$ cat config.mk
export PLATFORM = sky130hd
export DESIGN_NAME = block_draw_controller_flat
export DESIGN_NICKNAME = d
export VERILOG_FILES = /design/src/rtl/draw_pkg.sv /design/src/rtl/block_draw_controller_if.sv /design/src/rtl/block_draw_controller_rect_scanner.sv /design/src/rtl/block_draw_controller.sv /design/src/flat_wrapper.sv
export SDC_FILE = /design/constraint.sdc
export NUM_CORES = 1
export LEC_CHECK = 0
export CAP_MARGIN = 30
export CORE_ASPECT_RATIO = 2
export CORE_MARGIN = 4
export CORE_UTILIZATION = 55
export DETAILED_ROUTE_END_ITERATION = 10
export HOLD_SLACK_MARGIN = 0.08
export PLACE_DENSITY = 0.77
export SLEW_MARGIN = 0
export SYNTH_ARGS = -nofsm -noshare
export SYNTH_HDL_FRONTEND = slang
export SYNTH_SLANG_ARGS = --single-unit
$ cat constraint.sdc
create_clock -name clk -period 4.9 [get_ports clk]
set_clock_uncertainty 0.1 [all_clocks]
set_input_delay 0.98 -clock clk [delete_from_list [all_inputs] [get_ports clk]]
set_output_delay 0.98 -clock clk [all_outputs]
set_load 0.05 [all_outputs]
$ cat src/rtl/draw_pkg.sv
// Shared definitions for the block draw controller.
//   - game status codes as seen on game_status
//   - controller state encoding
//   - default screen geometry and colours
package draw_pkg;

  localparam logic [1:0] ST_IDLE = 2'b00;
  localparam logic [1:0] ST_PLAY = 2'b01;
  localparam logic [1:0] ST_OVER = 2'b10;

  typedef enum logic [2:0] {
    S_CLEAR,
    S_WAIT,
    S_ERASE,
    S_DRAW,
    S_FILL
  } state_t;

  localparam int SCREEN_W = 160;
  localparam int SCREEN_H = 120;

  localparam logic [2:0] COL_BG    = 3'b000;
  localparam logic [2:0] COL_BLOCK = 3'b111;
  localparam logic [2:0] COL_OVER  = 3'b100;

endpackage

$ cat src/rtl/block_draw_controller_if.sv
// Game-logic inputs and VGA plot port of the block draw controller.
//   sync, x, y, game_status : from game logic to the controller
//   vga_x, vga_y, colour, plot, busy : from the controller to the VGA adapter
// master = the controller, slave = the game logic / VGA side.
interface block_draw_controller_if;
  logic       sync;
  logic [7:0] x;
  logic [6:0] y;
  logic [1:0] game_status;
  logic [7:0] vga_x;
  logic [6:0] vga_y;
  logic [2:0] colour;
  logic       plot;
  logic       busy;

  modport master (
    input  sync, x, y, game_status,
    output vga_x, vga_y, colour, plot, busy
  );

  modport slave (
    output sync, x, y, game_status,
    input  vga_x, vga_y, colour, plot, busy
  );
endinterface

$ cat src/rtl/block_draw_controller_rect_scanner.sv
// Row-major rectangle scanner, x fastest.
//   clk, resetn     : clock, synchronous active-low reset
//   start           : present offset (0,0) this cycle, ignoring the counters
//   active          : a scan is in progress; advance past the current offset
//   base_x/base_y   : rectangle origin
//   width/height    : rectangle size in pixels
//   pix_x/pix_y     : current pixel (valid only when on_screen)
//   on_screen       : current pixel lies inside the screen
//   last            : current offset is the final one of the rectangle
module rect_scanner #(
  parameter int SCREEN_W = 160,
  parameter int SCREEN_H = 120
) (
  input  logic       clk,
  input  logic       resetn,
  input  logic       start,
  input  logic       active,
  input  logic [7:0] base_x,
  input  logic [6:0] base_y,
  input  logic [7:0] width,
  input  logic [6:0] height,
  output logic [7:0] pix_x,
  output logic [6:0] pix_y,
  output logic       on_screen,
  output logic       last
);

  logic [7:0] off_x_q, off_x_d, cur_x;
  logic [6:0] off_y_q, off_y_d, cur_y;
  logic [8:0] sum_x;
  logic [7:0] sum_y;
  logic       row_end;

  always_comb begin
    cur_x = start ? 8'd0 : off_x_q;
    cur_y = start ? 7'd0 : off_y_q;
    // One extra bit so a block hanging off the right/bottom edge is
    // detected instead of wrapping to the other side.
    sum_x = {1'b0, base_x} + {1'b0, cur_x};
    sum_y = {1'b0, base_y} + {1'b0, cur_y};
    pix_x = sum_x[7:0];
    pix_y = sum_y[6:0];
    on_screen = (sum_x < 9'(SCREEN_W)) && (sum_y < 8'(SCREEN_H));
    row_end = (cur_x == width - 8'd1);
    last = row_end && (cur_y == height - 7'd1);

    off_x_d = off_x_q;
    off_y_d = off_y_q;
    if (start || active) begin
      if (row_end) begin
        off_x_d = 8'd0;
        off_y_d = last ? 7'd0 : cur_y + 7'd1;
      end else begin
        off_x_d = cur_x + 8'd1;
        off_y_d = cur_y;
      end
    end
  end

  always_ff @(posedge clk) begin
    if (!resetn) begin
      off_x_q <= 8'd0;
      off_y_q <= 7'd0;
    end else begin
      off_x_q <= off_x_d;
      off_y_q <= off_y_d;
    end
  end

endmodule

$ cat src/rtl/block_draw_controller.sv
// Frame-buffer write sequencer for the stacking game.
//   clk, resetn : clock, synchronous active-low reset
//   bus (master): sync/x/y/game_status in, vga_x/vga_y/colour/plot/busy out
// Each accepted sync starts a pixel sequence (clear, erase+draw, draw, fill)
// emitted one pixel per cycle on registered outputs.
module block_draw_controller
  import draw_pkg::*;
#(
  parameter int         BLOCK_W      = 16,
  parameter int         BLOCK_H      = 4,
  parameter int         SCREEN_W     = draw_pkg::SCREEN_W,
  parameter int         SCREEN_H     = draw_pkg::SCREEN_H,
  parameter logic [2:0] BG_COLOUR    = COL_BG,
  parameter logic [2:0] BLOCK_COLOUR = COL_BLOCK,
  parameter logic [2:0] OVER_COLOUR  = COL_OVER
) (
  input logic                     clk,
  input logic                     resetn,
  block_draw_controller_if.master bus
);

  state_t     state_q, state_d, tgt, emit_state;
  logic [7:0] new_x_q, new_x_d, old_x_q, old_x_d;
  logic [6:0] new_y_q, new_y_d, old_y_q, old_y_d;
  logic       have_old_q, have_old_d, over_done_q, over_done_d;
  logic       pend_draw_q, pend_draw_d;
  logic [7:0] vga_x_q, vga_x_d;
  logic [6:0] vga_y_q, vga_y_d;
  logic [2:0] colour_q, colour_d;
  logic       plot_q, plot_d, busy_q, busy_d;

  logic       start, emitting;
  logic [7:0] scan_bx, scan_w, pix_x;
  logic [6:0] scan_by, scan_h, pix_y;
  logic       on_screen, last;

  // Command decode. An accepted sync emits the first pixel of its sequence
  // on the same edge, so the scanner is started combinationally.
  always_comb begin
    start   = 1'b0;
    tgt     = S_WAIT;
    new_x_d = new_x_q;
    new_y_d = new_y_q;
    if (state_q == S_WAIT && bus.sync) begin
      if (bus.game_status == ST_PLAY) begin
        start   = 1'b1;
        new_x_d = bus.x;
        new_y_d = bus.y;
        if (over_done_q)
          tgt = S_CLEAR;            // wipe the game-over screen, then draw
        else if (have_old_q && bus.y == old_y_q)
          tgt = S_ERASE;
        else
          tgt = S_DRAW;             // new row: the old block stays as tower
      end else if (bus.game_status == ST_OVER && !over_done_q) begin
        start = 1'b1;
        tgt   = S_FILL;
      end
    end
    emit_state = start ? tgt : state_q;
    emitting   = (emit_state != S_WAIT);

    case (emit_state)
      S_ERASE: begin
        scan_bx = old_x_q;  scan_by = old_y_q;
        scan_w  = 8'(BLOCK_W); scan_h = 7'(BLOCK_H);
      end
      S_DRAW: begin
        scan_bx = new_x_d;  scan_by = new_y_d;
        scan_w  = 8'(BLOCK_W); scan_h = 7'(BLOCK_H);
      end
      default: begin
        scan_bx = 8'd0;     scan_by = 7'd0;
        scan_w  = 8'(SCREEN_W); scan_h = 7'(SCREEN_H);
      end
    endcase
  end

  rect_scanner #(
    .SCREEN_W (SCREEN_W),
    .SCREEN_H (SCREEN_H)
  ) u_scan (
    .clk       (clk),
    .resetn    (resetn),
    .start     (start),
    .active    (state_q != S_WAIT),
    .base_x    (scan_bx),
    .base_y    (scan_by),
    .width     (scan_w),
    .height    (scan_h),
    .pix_x     (pix_x),
    .pix_y     (pix_y),
    .on_screen (on_screen),
    .last      (last)
  );

  always_comb begin
    state_d     = emit_state;
    old_x_d     = old_x_q;
    old_y_d     = old_y_q;
    have_old_d  = have_old_q;
    over_done_d = over_done_q;
    pend_draw_d = pend_draw_q;
    vga_x_d     = vga_x_q;
    vga_y_d     = vga_y_q;
    colour_d    = colour_q;
    plot_d      = 1'b0;
    busy_d      = 1'b0;

    if (start && tgt == S_CLEAR) pend_draw_d = 1'b1;

    if (emitting) begin
      vga_x_d = pix_x;
      vga_y_d = pix_y;
      plot_d  = on_screen;          // off-screen pixels still cost a cycle
      busy_d  = 1'b1;
      case (emit_state)
        S_DRAW:  colour_d = BLOCK_COLOUR;
        S_FILL:  colour_d = OVER_COLOUR;
        default: colour_d = BG_COLOUR;
      endcase
      if (last) begin
        case (emit_state)
          S_CLEAR: begin
            have_old_d  = 1'b0;
            over_done_d = 1'b0;
            pend_draw_d = 1'b0;
            state_d     = pend_draw_q ? S_DRAW : S_WAIT;
          end
          S_ERASE: state_d = S_DRAW;
          S_DRAW: begin
            old_x_d    = new_x_d;
            old_y_d    = new_y_d;
            have_old_d = 1'b1;
            state_d    = S_WAIT;
          end
          default: begin            // S_FILL
            over_done_d = 1'b1;
            have_old_d  = 1'b0;
            state_d     = S_WAIT;
          end
        endcase
      end
    end
  end

  always_ff @(posedge clk) begin
    if (!resetn) begin
      state_q     <= S_CLEAR;
      new_x_q     <= 8'd0;
      new_y_q     <= 7'd0;
      old_x_q     <= 8'd0;
      old_y_q     <= 7'd0;
      have_old_q  <= 1'b0;
      over_done_q <= 1'b0;
      pend_draw_q <= 1'b0;
      vga_x_q     <= 8'd0;
      vga_y_q     <= 7'd0;
      colour_q    <= 3'd0;
      plot_q      <= 1'b0;
      busy_q      <= 1'b0;
    end else begin
      state_q     <= state_d;
      new_x_q     <= new_x_d;
      new_y_q     <= new_y_d;
      old_x_q     <= old_x_d;
      old_y_q     <= old_y_d;
      have_old_q  <= have_old_d;
      over_done_q <= over_done_d;
      pend_draw_q <= pend_draw_d;
      vga_x_q     <= vga_x_d;
      vga_y_q     <= vga_y_d;
      colour_q    <= colour_d;
      plot_q      <= plot_d;
      busy_q      <= busy_d;
    end
  end

  assign bus.vga_x  = vga_x_q;
  assign bus.vga_y  = vga_y_q;
  assign bus.colour = colour_q;
  assign bus.plot   = plot_q;
  assign bus.busy   = busy_q;

endmodule

$ cat src/flat_wrapper.sv
// flat-port wrapper written by rule: the top's interface ports become plain ports
module block_draw_controller_flat import draw_pkg::*;
#(
  parameter int         BLOCK_W      = 16,
  parameter int         BLOCK_H      = 4,
  parameter int         SCREEN_W     = draw_pkg::SCREEN_W,
  parameter int         SCREEN_H     = draw_pkg::SCREEN_H,
  parameter logic [2:0] BG_COLOUR    = COL_BG,
  parameter logic [2:0] BLOCK_COLOUR = COL_BLOCK,
  parameter logic [2:0] OVER_COLOUR  = COL_OVER
)
  (clk, resetn, bus_sync, bus_x, bus_y, bus_game_status, bus_vga_x, bus_vga_y, bus_colour, bus_plot, bus_busy);
  block_draw_controller_if bus_i ();
  input logic clk;
  input logic resetn;
  input wire logic [$bits(bus_i.sync)-1:0] bus_sync;
  input wire logic [$bits(bus_i.x)-1:0] bus_x;
  input wire logic [$bits(bus_i.y)-1:0] bus_y;
  input wire logic [$bits(bus_i.game_status)-1:0] bus_game_status;
  output wire logic [$bits(bus_i.vga_x)-1:0] bus_vga_x;
  output wire logic [$bits(bus_i.vga_y)-1:0] bus_vga_y;
  output wire logic [$bits(bus_i.colour)-1:0] bus_colour;
  output wire logic [$bits(bus_i.plot)-1:0] bus_plot;
  output wire logic [$bits(bus_i.busy)-1:0] bus_busy;
  assign bus_i.sync = bus_sync;
  assign bus_i.x = bus_x;
  assign bus_i.y = bus_y;
  assign bus_i.game_status = bus_game_status;
  assign bus_vga_x = bus_i.vga_x;
  assign bus_vga_y = bus_i.vga_y;
  assign bus_colour = bus_i.colour;
  assign bus_plot = bus_i.plot;
  assign bus_busy = bus_i.busy;
  block_draw_controller #(.BLOCK_W(BLOCK_W), .BLOCK_H(BLOCK_H), .SCREEN_W(SCREEN_W), .SCREEN_H(SCREEN_H), .BG_COLOUR(BG_COLOUR), .BLOCK_COLOUR(BLOCK_COLOUR), .OVER_COLOUR(OVER_COLOUR)) u_core (.clk(clk), .resetn(resetn), .bus(bus_i));
endmodule
==> impl_results.md, run 1 <==
* Layout Cell Area excl Fill at 4850 um2
* Lkg Pwr at 0.00203 uW
* Yosys cell types at 64
* Most common cell after layout, fill and taps aside: dfxtp_1
* Yosys reg bits at 70
* GR Overflow Total at 0
* CTS Buf Count at 9
* CORE AREA at 7210 um2
* Placed insts at 595
* Period utilization at 0.895
* Area grow syn2layout at 19.1%
* Largest family of logic cells by synthesized area: simple AND/OR/NAND/NOR gates
* Gr usage total at 0.248
* Initial antenna violation count at 0
* Slew Viols, Final at 0
* DIE AREA at 8920 um2
* Final net count at 553
* Post-synthesis sequential area ratio at 0.344
* Initial core utilization at 0.564
* Synth Area in Adders at 0.0621
* Status: complete, no violations
* Number of port buffers at 39
* Vias at 3555
* # rows at 44
* First-pass GRT wire length at 16500 um
* Crit end category: flop
* Post-DP HPWL at 7610 um
* Multi-input gate area at 2480 um2
* Worst min-delay path class: flop to flop
* M2 GR Usage at 0.425
* Synth async-reset ratio at 0
* Die width at 68.8 um
* Final min period at 4.38 ns
* Post-synthesis mux area share at 0.115
* Max Fanout on Critical Path at 6
* Dpl cell area at 4570 um2
* Slew at the pin closest to its max-slew limit at 0.736 ns
* Final Hold Fails at 0
* CTS tree: done
* Worst IR Drop VDD at 0.300 mV
* Antenna cells at 0
* Syn avg cell area at 8.58 um2
* Mapped cell area at 4070 um2
* Post-DRT Antenna Nets at 0
* Root Driver: clkbuf_16
* Relative slew slack at 0.509
* PwrDens at 255 nW/um2
* Wire per inst at 16.4 um
* Syn Nets at 513
* DRC violations left at 0
* MaxCap Viol Count at 0
* Crit start category: input port
* Unrepaired setup endpoints after global routing: false
* Iter 0 DRT Violations at 242
* Clock Path Buffers at 2
* Cts repair resizes at 0
* Most used routing layer: met2
* EDFF count, synth at 0
* Drt total wl at 10000 um
* Post-CTS Hold Buffers at 0
* Die H at 130 um
* Finished Layout Cells at 611
* Via/cell ratio at 5.82
* Setup Viol. Count Final at 0
* Simple-gate portion of the synthesized area at 0.237
* Seq. cell area at 1400 um2
* Setup repair bufs after CTS at 0
* Most used DFF post-synth: dfxtp_1
* Total Neg Setup Slack at 0 ns
* Worst-skew pair later-pin latency at 0.34 ns
* Via count of the first global-routing pass at 3577
* WP data arrival at 4.51 ns
* Worst-path clk slew at 0.06 ns
* Sink Count at 70
* Synth Area in Compound Gates at 0.163
* Met3 GRT Util at 0.0564
* WS Path Type: input port to flop
* Num ports at 40
* WP data required at 5.03 ns
* Final core utilization at 0.672
* Most frequent cells in the layout: dfxtp_1 (70), nand2_1 (67), nor2_1 (42), clkdlybuf4s50_1 (39), mux2i_1 (30)
* DRT Pass-1 Iters at 5
* Layout cells sized above 1 at 0.116
* H-tree levels at 3
* GR Util met1 at 0.266
* Pin count of the biggest net entering global routing at 37
* Total Power at 1240 uW
* Highest clock rate at 228 MHz
* FILL cells at 622
* Final Wtd Congestion at 0.926
* Syn. warnings at 0
* Post-Synth XOR/XNOR Area at 0.0323
* Post-Synthesis Cells at 474
[synth_stat cells (3+ instances only)]
library cell  number  share of area
a211oi_1           6          0.011
a21o_1             3         0.0055
a21oi_1           27          0.033
a22oi_1            3         0.0055
a311oi_1           4         0.0086
and2_1            18          0.028
and3_1             3         0.0046
buf_2              4         0.0049
clkbuf_1          15          0.014
dfxtp_1           70           0.34
ha_1              17          0.052
inv_1             19          0.018
mux2_2            14          0.039
mux2i_1           30          0.074
nand2_1           67          0.062
nand2b_1           6         0.0092
nand3_1            7         0.0086
nand4_1            7          0.011
nor2_1            42          0.039
nor2b_1            3         0.0046
nor3_1             8         0.0098
o2111a_1           3         0.0083
o211ai_1           8          0.015
o21ai_0           15          0.018
or3_1              7          0.011
or4_1              4         0.0074
xnor2_1           13          0.028
[logic make-up after synthesis]
logic type / Yosys count
AOI/OAI and AO/OA: 92
and+or+nand+nor: 189
xor gates and xnor gates: 15
buffers and inverters: 44
adders and majority gates: 19
DFF: 70
muxes: 45
[critical path, cell delays in order]
cell	delay, ns
clkdlybuf4s50_1	0.44
nor4b_2	0.43
nand2_1	0.19
o21ai_2	0.34
buf_4	0.24
mux2i_1	0.19
nor2_1	0.09
fa_1	0.48
a211oi_1	0.36
o21bai_1	0.13
a21oi_1	0.24
xnor2_1	0.17
o21bai_1	0.10
o311a_1	0.12
[path summary, 6_finish.rpt]
check,depth (start not counted),endpoint,start,slack (ns)
worst max-delay path,14,u_core.bus.plot,bus_game_status[1],0.52
worst min register to register,2,u_core.bus.vga_x[5],u_core.bus.vga_x[5],0.35
worst min-delay path,2,u_core.bus.vga_x[5],u_core.bus.vga_x[5],0.35
worst max register to register,13,u_core.bus.plot,u_core.over_done_q,1.23
[report_power, final]
part           internal, uW  leakage (uW)  switching (uW)
combinational          28.6       0.00134            34.1
clock                   342      0.000131             255
sequential              574      0.000565            2.18
total                   945       0.00203             291
[metal layers]
metal,vias to the layer above,part of all wire
met1,1676,0.37
met4,0,0.053
li1,1765,-
met5,-,0
met3,36,0.035
met2,78,0.54
[sequential cells by signal, indices dropped and copies added, names as in the netlist]
name / count
u_core.bus.plot: 1
u_core.new_y_q: 7
u_core.bus.colour: 2
u_core.over_done_q: 1
u_core.old_y_q: 7
u_core.bus.vga_y: 7
u_core.have_old_q: 1
u_core.bus.busy: 1
u_core.u_scan.off_y_q: 7
u_core.state_q: 3
u_core.pend_draw_q: 1
u_core.u_scan.off_x_q: 8
u_core.new_x_q: 8
u_core.bus.vga_x: 8
u_core.old_x_q: 8
[cell type report]
cell class                 instances  area share
inverter                          20      0.0155
multi-input combinational        360       0.512
sequential                        70       0.289
tap                               92      0.0238
clock buffer                       9      0.0465
clock inverter                     7      0.0106
timing repair buffer              53       0.102
[metrics by stage]
stage	worst slack [ns]	hold slack [ns]
2_1_floorplan	0.783	0.338
3_3_place_gp	0.336	0.341
3_5_place_dp	0.137	0.346
4_1_cts	0.509	0.354
5_1_grt	0.249	0.375
6_report	0.515	0.354
No activity file was read; power rests on OpenSTA's default activity.
==> inputs of run 2 (changes only) <==
--- a/config.mk
+++ b/config.mk
@@ -11,7 +11,8 @@
 export CORE_UTILIZATION = 55
 export DETAILED_ROUTE_END_ITERATION = 10
 export HOLD_SLACK_MARGIN = 0.08
-export PLACE_DENSITY = 0.77
+export PLACE_DENSITY = 0.88
+export SKIP_LAST_GASP = 1
 export SLEW_MARGIN = 0
 export SYNTH_ARGS = -nofsm -noshare
 export SYNTH_HDL_FRONTEND = slang
==> constraint.sdc (replaced) <==
create_clock -name clk -period 4.72 [get_ports clk]
set_clock_uncertainty 0.1 [all_clocks]
set_input_delay 0.944 -clock clk [delete_from_list [all_inputs] [get_ports clk]]
set_output_delay 0.944 -clock clk [all_outputs]
set_load 0.05 [all_outputs]
==> impl_results.md, run 2 (same netlist as run 1, synthesis figures left out) <==
* Crit end category: flop
* Lkg Pwr at 0.00208 uW (+2.2%)
* Post-DRT Antenna Nets at 0 (unchanged)
* Num ports at 40 (unchanged)
* Post-CTS Hold Buffers at 0 (unchanged)
* Layout Cell Area excl Fill at 4910 um2 (+1.3%)
* Slew at the pin closest to its max-slew limit at 0.805 ns (+0.0694 ns)
* H-tree levels at 3 (unchanged)
* Die width at 68.8 um (unchanged)
* Crit path depth at 14 (unchanged)
* Critical Path, Cell by Cell: clkdlybuf4s50_1 -> nor4b_2 -> nand2_1 -> o21ai_2 -> buf_4 -> mux2i_1 -> nor2_1 -> fa_1 -> a211oi_1 -> o21bai_1 -> a21oi_1 -> xnor2_1 -> o21bai_1 -> o311a_1
* Design internal power at 1060 uW (+12%)
* Final Hold Fails at 0 (unchanged)
* Layout cells sized above 1 at 0.122 (+0.00653)
* Antenna cells at 0 (unchanged)
* MaxCap Viol Count at 0 (unchanged)
* Final net count at 558 (+0.90%)
* Relative slew slack at 0.463 (-0.0463)
* Clock Power Share at 0.509 (+0.026)
* Iter 0 DRT Violations at 220 (-9.1%)
* CP max stage delay at 0.48 ns (about the same)
* Total Neg Setup Slack at 0 ns (unchanged)
* DRC violations left at 0 (unchanged)
* Setup Viol. Count Final at 0 (unchanged)
* Clock Path Buffers at 2 (unchanged)
* CTS tree: done
* Setup ws final at 0.299 ns (-0.216 ns)
* Dpl cell area at 4610 um2 (+0.82%)
* Vias at 3689 (+3.8%)
* Worst IR Drop VDD at 0.254 mV (-15%)
* GR Overflow Total at 0 (unchanged)
* Most common cell after layout, fill and taps aside: dfxtp_1
* Number of port buffers at 39 (unchanged)
* WS Path Type: input port to flop
* Fin Hold WS at 0.353 ns (-0.00148 ns)
* WP data arrival at 4.56 ns (+0.05 ns)
* Slew Viols, Final at 0 (unchanged)
* Via count of the first global-routing pass at 3683 (+3.0%)
* # rows at 44 (unchanged)
* Initial antenna violation count at 0 (unchanged)
* Post-DP HPWL at 7860 um (+3.3%)
* Seq pwr share at 0.443 (-0.023)
* Period utilization at 0.937
* CTS Buf Count at 9 (unchanged)
* PwrDens at 275 nW/um2 (+7.9%)
* First-pass GRT wire length at 17100 um (+3.5%)
* WP data required at 4.85 ns (-0.18 ns)
* Top Family by Delay on Critical Path: compound AO/OA/AOI/OAI gates
* Initial core utilization at 0.564 (unchanged)
* Wire per inst at 17.0 um (+3.7%)
* Highest clock rate at 226 MHz
* Root Driver: clkbuf_16
* DIE AREA at 8920 um2 (unchanged)
* Crit start category: input port
* Area grow syn2layout at 20.6%
* Hold path cells at 2 (unchanged)
* Worst-skew pair later-pin latency at 0.35 ns (about the same)
* Final min period at 4.42 ns
* Sw Ratio at 0.215 (-0.0207)
* CORE AREA at 7210 um2 (unchanged)
* Via/cell ratio at 5.99 (+2.9%)
* Max Fanout on Critical Path at 6 (unchanged)
* Pin count of the biggest net entering global routing at 37 (unchanged)
* Most used cell, CP: o21bai_1
* Final Wtd Congestion at 0.932 (+0.65%)
* Drt total wl at 10500 um (+4.6%)
* Psw at 290 uW (-0.29%)
* Worst min-delay path class: flop to flop
* Post-place setup slack at -0.0109 ns (-0.148 ns)
* Slowest stage cell, crit path: fa_1
* Cts repair resizes at 0 (unchanged)
* R2r worst-path depth at 13 (unchanged)
* Most frequent cells in the layout: dfxtp_1 (70), nand2_1 (67), nor2_1 (42), clkdlybuf4s50_1 (39), mux2i_1 (30)
* Worst Path Buf+Inv at 2 (unchanged)
* Worst-path clk slew at 0.06 ns (about the same)
* Die H at 130 um (unchanged)
* Sink Count at 70 (unchanged)
* Unrepaired setup endpoints after global routing: false
* Gr usage total at 0.258 (+0.0101)
* Setup repair bufs after CTS at 0 (unchanged)
* Status: complete, no violations
* Logic pwr share at 0.048 (-0.003)
* DRT Pass-1 Iters at 4 (-1)
[run 2: changes by cell type in the layout (fill, tap and decap cells not counted), sizes merged]
| cell | delta |
|---|---|
| buf | +5 |
| clkbuf | +3 |
| clkinv | -2 |
| clkinvlp | -2 |
| bufinv | +1 |
[run 2: final cells by class]
type | instances | area [um2]
repair buffers | 58 | 533
clock inverters | 4 | 45.0
clock buffers | 12 | 256
well taps | 92 | 115
inverters | 20 | 75.1
flip-flops and latches | 70 | 1400
multi-input cells | 360 | 2480
fillers | 556 | 2300
[run 2: path summary, 6_finish.rpt]
kind / end / slack, ns / from
setup / recovery: u_core.bus.plot / 0.30 / bus_game_status[1]
hold / removal: u_core.bus.vga_y[4] / 0.35 / u_core.bus.vga_y[4]
setup reg to reg: u_core.bus.plot / 0.95 / u_core.over_done_q
hold reg to reg: u_core.bus.vga_y[4] / 0.35 / u_core.bus.vga_y[4]
[run 2: routing by layer]
layer	share of wire	wire length, um	vias up	global-route usage
met1	0.37	3880	1779	0.272
met2	0.54	5690	94	0.445
met4	0.053	554	0	0.171
met3	0.035	370	36	0.0477
li1	-	-	1780	-
met5	0	0	-	0
[run 2: worst reg2reg max path, stage by stage, from the launching register on]
cell and delay (ns):
dfxtp_1 0.36, nor4b_2 0.46, nand2_1 0.20, o21ai_2 0.37, buf_4 0.24, mux2i_1 0.19, nor2_1 0.09, fa_1 0.48
a211oi_1 0.36, o21bai_1 0.13, a21oi_1 0.25, xnor2_1 0.18, o21bai_1 0.11, o311a_1 0.14
[run 2: stage by stage]
step | utilization | power (uW) | std cells
global placement | 0.639 | 674 | 600
detailed placement | 0.639 | 676 | 600
global route | 0.681 | 1380 | 616
CTS | 0.681 | 1350 | 616
floorplan | - | 644 | 474
finish | 0.681 | 1350 | 616
[run 2: power by group through the flow]
stage	Combinational [uW]	Sequential, uW	Clock (uW)
after floorplan	26.0	618	0
after global placement	63.5	610	0
after detailed placement	65.0	611	0
after CTS	65.3	598	692
after global routing	69.8	598	714
final	65.0	598	688
==> inputs of run 3 (changes only) <==
--- a/config.mk
+++ b/config.mk
@@ -12,6 +12,7 @@
 export DETAILED_ROUTE_END_ITERATION = 10
 export HOLD_SLACK_MARGIN = 0.08
 export PLACE_DENSITY = 0.88
+export RECOVER_POWER = 50
 export SKIP_LAST_GASP = 1
 export SLEW_MARGIN = 0
 export SYNTH_ARGS = -nofsm -noshare
==> impl_results.md, run 3 (same netlist as run 1, synthesis figures left out) <==
* Status: complete, no violations
* WP data required at 4.85 ns (about the same)
* Placed insts at 600 (unchanged)
* Worst-skew pair later-pin latency at 0.35 ns (about the same)
* Post-CTS Hold Buffers at 0 (unchanged)
* Most common cell after layout, fill and taps aside: dfxtp_1
* Relative slew slack at 0.0969 (-0.366)
* Crit end category: flop
* CTS tree: done
* Final min period at 4.45 ns (+0.0309 ns)
* Post-DP HPWL at 7860 um (unchanged)
* Most frequent cells in the layout: dfxtp_1 (70), nand2_1 (67), nor2_1 (42), mux2i_1 (30), a21oi_1 (27)
* Worst min-delay path class: flop to flop
* WS Path Type: input port to flop
* Pin count of the biggest net entering global routing at 37 (unchanged)
* Gr usage total at 0.258 (unchanged)
* PwrDens at 276 nW/um2 (+0.29%)
* Total Power at 1350 uW (-0.17%)
* Final core utilization at 0.677 (-0.00312)
* MaxCap Viol Count at 0 (unchanged)
* Setup Viol. Count Final at 0 (unchanged)
* Final Hold Fails at 0 (unchanged)
* Initial core utilization at 0.564 (unchanged)
* Unrepaired setup endpoints after global routing: false
* Die width at 68.8 um (unchanged)
* Layout Cell Area excl Fill at 4890 um2 (-0.46%)
* Highest clock rate at 225 MHz (-0.69%)
* # rows at 44 (unchanged)
* CTS Buf Count at 9 (unchanged)
* CORE AREA at 7210 um2 (unchanged)
* Layout cells sized above 1 at 0.0897 (-0.0324)
* Slew Viols, Final at 0 (unchanged)
* Setup repair bufs after CTS at 0 (unchanged)
* Crit start category: input port
* Root Driver: clkbuf_16
* Max Fanout on Critical Path at 9 (+3)
* Lkg Pwr at 0.00213 uW (+2.5%)
* Sink Count at 70 (unchanged)
* Slew at the pin closest to its max-slew limit at 1.35 ns (+0.549 ns)
* Area grow syn2layout at 20.1%
* Vias at 3697 (+0.22%)
* Via count of the first global-routing pass at 3683 (unchanged)
* DRC violations left at 0 (unchanged)
* Clock Path Buffers at 2 (unchanged)
* Post-DRT Antenna Nets at 0 (unchanged)
* Worst IR Drop VDD at 0.255 mV (+0.26%)
* Dpl cell area at 4610 um2 (unchanged)
* Num ports at 40 (unchanged)
* Worst-path clk slew at 0.06 ns (about the same)
* Die H at 130 um (unchanged)
* Cts repair resizes at 0 (unchanged)
* Final net count at 558 (unchanged)
* DIE AREA at 8920 um2 (unchanged)
* Wire per inst at 17.0 um (-0.41%)
* DRT Pass-1 Iters at 5 (+1)
* Total Neg Setup Slack at 0 ns (unchanged)
* Antenna cells at 0 (unchanged)
* Iter 0 DRT Violations at 262 (+19%)
* Via/cell ratio at 6.00 (+0.22%)
* GR Overflow Total at 0 (unchanged)
* Initial antenna violation count at 0 (unchanged)
* Period utilization at 0.943 (+0.00655)
* Number of port buffers at 39 (unchanged)
* WP data arrival at 4.58 ns (+0.02 ns)
* H-tree levels at 3 (unchanged)
* Drt total wl at 10500 um (-0.41%)
* Finished Layout Cells at 616 (unchanged)
* First-pass GRT wire length at 17100 um (unchanged)
* Final Wtd Congestion at 0.932 (unchanged)
[run 3: changes by cell type in the layout (fill, tap and decap cells not counted), sizes merged]
cell           change
clkdlybuf4s50     -20
buf                -5
clkbuf             +5
dlygate4sd3       +20
[run 3: worst paths after layout]
check | startpoint | end | slack [ns] | cells after the start
min | u_core.bus.vga_y[4] | u_core.bus.vga_y[4] | 0.35 | 2
min reg2reg | u_core.bus.vga_y[4] | u_core.bus.vga_y[4] | 0.35 | 2
max | bus_game_status[1] | u_core.bus.plot | 0.27 | 12
max reg2reg | u_core.state_q[2] | u_core.bus.plot | 0.82 | 11
[run 3: layer usage]
metal  up-vias  track usage  routed length (um)
met2       114        0.445                5650
met5         -            0                   0
met4         0        0.171                 553
li1       1781            -                   -
met3        35       0.0477                 387
met1      1767        0.272                3870
[run 3: layout make-up]
class / instances / area, um2
clock buffers: 12 / 256
clock inverters: 4 / 45.0
fillers: 561 / 2330
inverters: 20 / 75.1
multi-input cells: 360 / 2480
flip-flops and latches: 70 / 1400
well taps: 92 / 115
repair buffers: 58 / 514
[run 3: metrics by stage]
stage | hold WS [ns] | setup slack (ns)
floorplan | 0.338 | 0.639
global placement | 0.345 | 0.154
detailed placement | 0.346 | -0.0109
CTS | 0.354 | 0.325
global route | 0.369 | 0.0335
finish | 0.350 | 0.268
[run 3: critical path, stage by stage]
cell and delay, ns:
clkdlybuf4s50_1 0.50, nand2b_1 0.15, nand2b_1 0.35, clkbuf_1 0.52
mux2_2 0.42, mux2i_1 0.16, nor2_1 0.08, ha_1 0.38
or3b_2 0.47, o211ai_1 0.13, a311oi_1 0.10, o311a_1 0.38
[run 3: report_power, final]
part           switching, uW  internal (uW)  total (uW)
Sequential              2.20            596         598
Combinational           34.8           28.7        63.5
Clock                    252            435         687
